### src/rtl/disp_source_arbiter.sv
// Picks the digit source (time / set value / message) for the 4-digit seven-segment driver.
// Define DISP_BLINK_EN to include blinking of the selected digits in set mode.
module disp_source_arbiter #(
    parameter int unsigned CLK_DIV    = 100000,
    parameter int unsigned HOLD_MS    = 2000,
    parameter int unsigned BLINK_MS   = 250,
    parameter logic [3:0]  BLANK_CODE = 4'hF
) (
    input  logic        clk,
    input  logic        rst,
    input  logic [15:0] time_dig,
    input  logic [15:0] set_dig,
    input  logic        set_active,
    input  logic [3:0]  set_field,
    input  logic [15:0] msg_dig,
    input  logic        msg_req,
    output logic        msg_ack,
    output logic [15:0] dig_out,
    output logic [1:0]  mode
);

    localparam int unsigned      PRE_W     = (CLK_DIV > 1) ? $clog2(CLK_DIV) : 1;
    localparam logic [PRE_W-1:0] PRE_LAST  = PRE_W'(CLK_DIV - 1);
    localparam logic [15:0]      HOLD_LOAD = (HOLD_MS == 0) ? 16'd1 : 16'(HOLD_MS);

    typedef enum logic [1:0] {
        ST_TIME = 2'b00,
        ST_SET  = 2'b01,
        ST_MSG  = 2'b10
    } state_t;

    state_t      state_q, state_d;
    logic [PRE_W-1:0] pre_q, pre_d;
    logic [15:0] hold_q, hold_d;
    logic [15:0] msg_buf_q, msg_buf_d;
    logic [15:0] dig_out_q, dig_out_d;
    logic [1:0]  mode_q, mode_d;
    logic        msg_ack_q, msg_ack_d;
    logic        ms_tick;
    logic [15:0] set_view;

    always_comb begin
        ms_tick   = (pre_q == PRE_LAST);
        pre_d     = ms_tick ? '0 : pre_q + PRE_W'(1);
        state_d   = state_q;
        hold_d    = hold_q;
        msg_buf_d = msg_buf_q;
        msg_ack_d = 1'b0;
        if (msg_req) begin
            state_d   = ST_MSG;
            msg_buf_d = msg_dig;
            msg_ack_d = 1'b1;
            hold_d    = HOLD_LOAD;
        end else begin
            case (state_q)
                ST_TIME: if (set_active) state_d = ST_SET;
                ST_SET:  if (!set_active) state_d = ST_TIME;
                ST_MSG: begin
                    if (ms_tick) begin
                        hold_d = hold_q - 16'd1;
                        if (hold_q <= 16'd1) begin
                            hold_d  = '0;
                            state_d = set_active ? ST_SET : ST_TIME;
                        end
                    end
                end
                default: state_d = ST_TIME;
            endcase
        end
    end

`ifdef DISP_BLINK_EN
    localparam logic [15:0] BLINK_LAST = (BLINK_MS == 0) ? 16'd0 : 16'(BLINK_MS - 1);

    logic [15:0] blink_cnt_q, blink_cnt_d;
    logic        blink_ph_q, blink_ph_d;

    always_comb begin
        blink_cnt_d = blink_cnt_q;
        blink_ph_d  = blink_ph_q;
        // Entry into SET restarts the phase so the first half-period is always visible.
        if (state_d == ST_SET && state_q != ST_SET) begin
            blink_cnt_d = '0;
            blink_ph_d  = 1'b0;
        end else if (state_q == ST_SET && ms_tick) begin
            if (blink_cnt_q >= BLINK_LAST) begin
                blink_cnt_d = '0;
                blink_ph_d  = ~blink_ph_q;
            end else begin
                blink_cnt_d = blink_cnt_q + 16'd1;
            end
        end
        set_view = set_dig;
        for (int unsigned i = 0; i < 4; i++) begin
            if (set_field[i] && blink_ph_d) set_view[i*4 +: 4] = BLANK_CODE;
        end
    end

    always_ff @(posedge clk or posedge rst) begin
        if (rst) begin
            blink_cnt_q <= '0;
            blink_ph_q  <= 1'b0;
        end else begin
            blink_cnt_q <= blink_cnt_d;
            blink_ph_q  <= blink_ph_d;
        end
    end
`else
    logic unused_cfg;
    assign unused_cfg = ^{set_field, 16'(BLINK_MS)};

    always_comb set_view = set_dig;
`endif

    // Outputs are registered from the next-state view so they change on the causing edge.
    always_comb begin
        case (state_d)
            ST_SET:  dig_out_d = set_view;
            ST_MSG:  dig_out_d = msg_buf_d;
            default: dig_out_d = time_dig;
        endcase
        mode_d = state_d;
    end

    always_ff @(posedge clk or posedge rst) begin
        if (rst) begin
            state_q   <= ST_TIME;
            pre_q     <= '0;
            hold_q    <= '0;
            msg_buf_q <= '0;
            dig_out_q <= {4{BLANK_CODE}};
            mode_q    <= 2'b00;
            msg_ack_q <= 1'b0;
        end else begin
            state_q   <= state_d;
            pre_q     <= pre_d;
            hold_q    <= hold_d;
            msg_buf_q <= msg_buf_d;
            dig_out_q <= dig_out_d;
            mode_q    <= mode_d;
            msg_ack_q <= msg_ack_d;
        end
    end

    assign dig_out = dig_out_q;
    assign mode    = mode_q;
    assign msg_ack = msg_ack_q;

endmodule

### config.mk
export PLATFORM = sky130hd
export DESIGN_NAME = disp_source_arbiter
export DESIGN_NICKNAME = d
export VERILOG_FILES = /design/src/rtl/disp_source_arbiter.sv
export SDC_FILE = /design/constraint.sdc
export NUM_CORES = 1
export LEC_CHECK = 0
export ABC_AREA = 1
export BUFFER_PORTS_ARGS = -buffer_cell sky130_fd_sc_hd__buf_2
export CAP_MARGIN = 40
export CORE_MARGIN = 2
export CORE_UTILIZATION = 49
export CTS_CLUSTER_SIZE = 30
export DETAILED_ROUTE_END_ITERATION = 16
export PLACE_DENSITY = 0.76
export SYNTH_ARGS = -nofsm -noshare
export SYNTH_HDL_FRONTEND = slang
export SYNTH_SLANG_ARGS = --single-unit
### constraint.sdc
create_clock -name clk -period 2.4 [get_ports clk]
set_input_delay 0 -clock clk [delete_from_list [all_inputs] [get_ports clk]]
set_output_delay 0 -clock clk [all_outputs]
set_load 0.02 [all_outputs]
==> flow_metrics.env <==
export IMPL_status="complete, no violations"
export IMPL_r2r_end="dig_out[10]"
export IMPL_die_height_um=89.4
export IMPL_gr_usage_all_layers_pct=27.3
export IMPL_maxCapViolCount=0
export IMPL_reg2reg_depth=11
export IMPL_ios=75
export IMPL_dp_cells=616
export IMPL_wl_per_cell_um=15.5
export IMPL_vias=3579
export IMPL_worstMarginPinSlew_ns=0.515
export IMPL_fin_util_pct=67.6
export IMPL_yosysUniqueCellTypes=36
export IMPL_hp_class="in2reg"
export IMPL_setup_viol=0
export IMPL_drc_errors=0
export IMPL_dieArea_um2=7980
export IMPL_clk_latency_ns=0.35
export IMPL_hold_slack_ns=0.00518
export IMPL_grt_pass1_wl_um=16600
export IMPL_crit_arrival_ns=2.50
export IMPL_cts_tree="built"
export IMPL_fin_nets=638
export IMPL_htreeDepth=3
export IMPL_cp_start_kind="flop"
export IMPL_layout_commonest_cell="nand2_1"
export IMPL_cts_buffer_depth=2
export IMPL_synth_avg_cell_area_um2=7.92
export IMPL_max_freq_mhz=449
export IMPL_syn_area_um2=3570
export IMPL_grt_antenna_before_repair=0
export IMPL_path_max_fanout=16
export IMPL_max_slew_margin_pct=65.7
export IMPL_die_w_um=89.4
export IMPL_p_leak_nw=2.31
export IMPL_grt_use_met1_pct=32.8
export IMPL_met2_usage_pct=45.6
export IMPL_firstDrtPassIters=5
export IMPL_drv_slew=0
export IMPL_grt_max_degree=69
export IMPL_port_buffers=70
export IMPL_yosys_warnings=0
export IMPL_cts_buffers=9
export IMPL_cp_startpoint="pre_q[0]"
export IMPL_gr_max_usage_layer="met2"
export IMPL_ys_ff_latch=68
export IMPL_cts_setup_buffers=0
export IMPL_vdd_drop_max_mv=0.414
export IMPL_cts_root_buffer="clkbuf_8"
export IMPL_met3_usage_pct=6.37
export IMPL_path_clk_slew_ns=0.08
export IMPL_insertedDiodeCount=0
export IMPL_syn_num_nets=512
export IMPL_setup_tns_ns=0
export IMPL_coreArea_um2=7140
export IMPL_overflow=0
export IMPL_ant_nets=0
export IMPL_gp_congestion=0.902
export IMPL_ys_seq_area_share_pct=48.2
export IMPL_rows=31
export IMPL_viasPerCell=5.26
export IMPL_grt_pass1_vias=3650
export IMPL_clock_sinks=68
export IMPL_fin_crit_sh_pct=92.9
export IMPL_dpl_hpwl_um=5710
export IMPL_p_per_area_nw_per_um2=529
export IMPL_fill_cells=546
export IMPL_synthToLayoutAreaGrowth_pct=35.1
export IMPL_crit_type="reg2reg"
export IMPL_crit_path_end="dig_out[10]"
export IMPL_initial_core_util_pct=50.0
export IMPL_final_min_clock_period_ns=2.23
export IMPL_drive_gt1_share_pct=24.7
export IMPL_wirelength_um=10500
export IMPL_finalHoldViolations=0
export IMPL_regToRegSetupSlack_ns=0.17
export IMPL_critPathCaptureType="flop"
export IMPL_syn_inst=451
export IMPL_drt_iter0_drc=173
export IMPL_crit_required_ns=2.67
export IMPL_rr_startpoint="pre_q[0]"
export IMPL_instances_no_fill=681
export IMPL_finClkSkew_ns=0.0120
export IMPL_final_cell_mix="146 x nand2_1, 70 x buf_2, 52 x dfrtp_1, 48 x dlygate4sd3_1, 47 x nor2_1"
==> cells by family after synthesis <==
group                    after synthesis  synth area share, %
buffers and inverters                 57                 6.20
AO/OA/AOI/OAI                         59                 9.92
adder cells (fa/ha/maj)                5                 1.75
XOR/XNOR                              12                 2.94
AND/OR/NAND/NOR                      250                 31.0
flip-flops                            68                 48.2
==> metal layers <==
| metal | vias to the layer above | part of all wire, % |
|---|---|---|
| li1 | 1696 | - |
| met1 | 1689 | 41 |
| met2 | 154 | 49 |
| met3 | 40 | 6.5 |
| met4 | 0 | 3.8 |
| met5 | - | 0 |
==> sequential cells by signal (all words and copies together) (netlist names) <==
signal and cells:
hold_q 16, msg_ack 1, mode 2, pre_q 17, dig_out 16, msg_buf_q 16
==> where the power goes <==
| group | switching, mW | total, mW | internal, mW |
|---|---|---|---|
| logic | 0.182 | 0.323 | 0.141 |
| clock network | 0.460 | 0.994 | 0.534 |
| registers | 0.0196 | 1.24 | 1.22 |
| total | 0.662 | 2.55 | 1.89 |
==> layout make-up <==
type	count	area (um^2)	area share (%)
Clock buffer	12	155	3.22
Clock inverter	4	47.5	0.986
Timing Repair Buffer	127	953	19.8
Sequential cell	68	1720	35.7
Inverter	45	174	3.61
Tap cell	99	124	2.57
Multi-Input combinational cell	326	1650	34.1
==> worst max-delay path, stage by stage (launching register included) <==
cell	delay, ns
dfrtp_1	0.37
ha_1	0.18
nand2_1	0.11
nor2_4	0.15
nand2_2	0.12
nor2_8	0.15
nand4_1	0.16
a21oi_2	0.20
ha_1	0.23
buf_12	0.16
a22oi_1	0.10
o21ai_1	0.21
==> metrics by stage <==
step | power [mW] | cell area (um^2) | setup WS, ns
2_1_floorplan | 1.39 | 3570 | 0.135
3_3_place_gp | 1.48 | 4090 | 0.190
3_5_place_dp | 1.49 | 4090 | 0.0928
4_1_cts | 2.52 | 4780 | 0.0985
5_1_grt | 2.65 | 4820 | -0.0103
6_report | 2.55 | 4820 | 0.171
==> synthesized netlist by cell type (all sizes together) <==
cell type  count  share of area (%)
a31oi          1               0.18
nand2        153                 17
nand4          8                1.4
nand3         25                3.5
ha             5                1.8
inv           45                4.9
dfstp         16                 12
nand3b         1               0.21
buf            3               0.39
a31o           1               0.25
a21oi         14                2.1
nor2          58                7.8
nor3           3               0.42
o21a           1               0.21
xor2          10                2.5
dfrtp         52                 36
nor4           1               0.18
a21o           1               0.21
or2            1               0.18
xnor2          2               0.49
o22ai          1               0.18
o21ai         24                3.5
a22oi         16                3.4
clkbuf         9               0.95
==> worst min path at each step <==
stage / end / startpoint / slack [ns] / depth (start not counted)
final: dig_out[15] / set_dig[15] / 0.005 / 3
after global placement: msg_buf_q[14] / rst / 0.1 / 3
after CTS: dig_out[15] / set_dig[15] / 0.01 / 3
after detailed placement: msg_buf_q[14] / rst / 0.11 / 3
after global routing: dig_out[15] / set_dig[15] / 0.02 / 3
after floorplan: msg_ack / msg_req / 0.03 / 0
==> what timing repair did <==
item / CTS / global route
endpoints found under the hold margin: 85 / 0
endpoints found under the setup margin: 0 / 16
gates resized for setup: 0 / 5
hold buffers: 48 / 0
No activity file was read; power rests on OpenSTA's default activity.
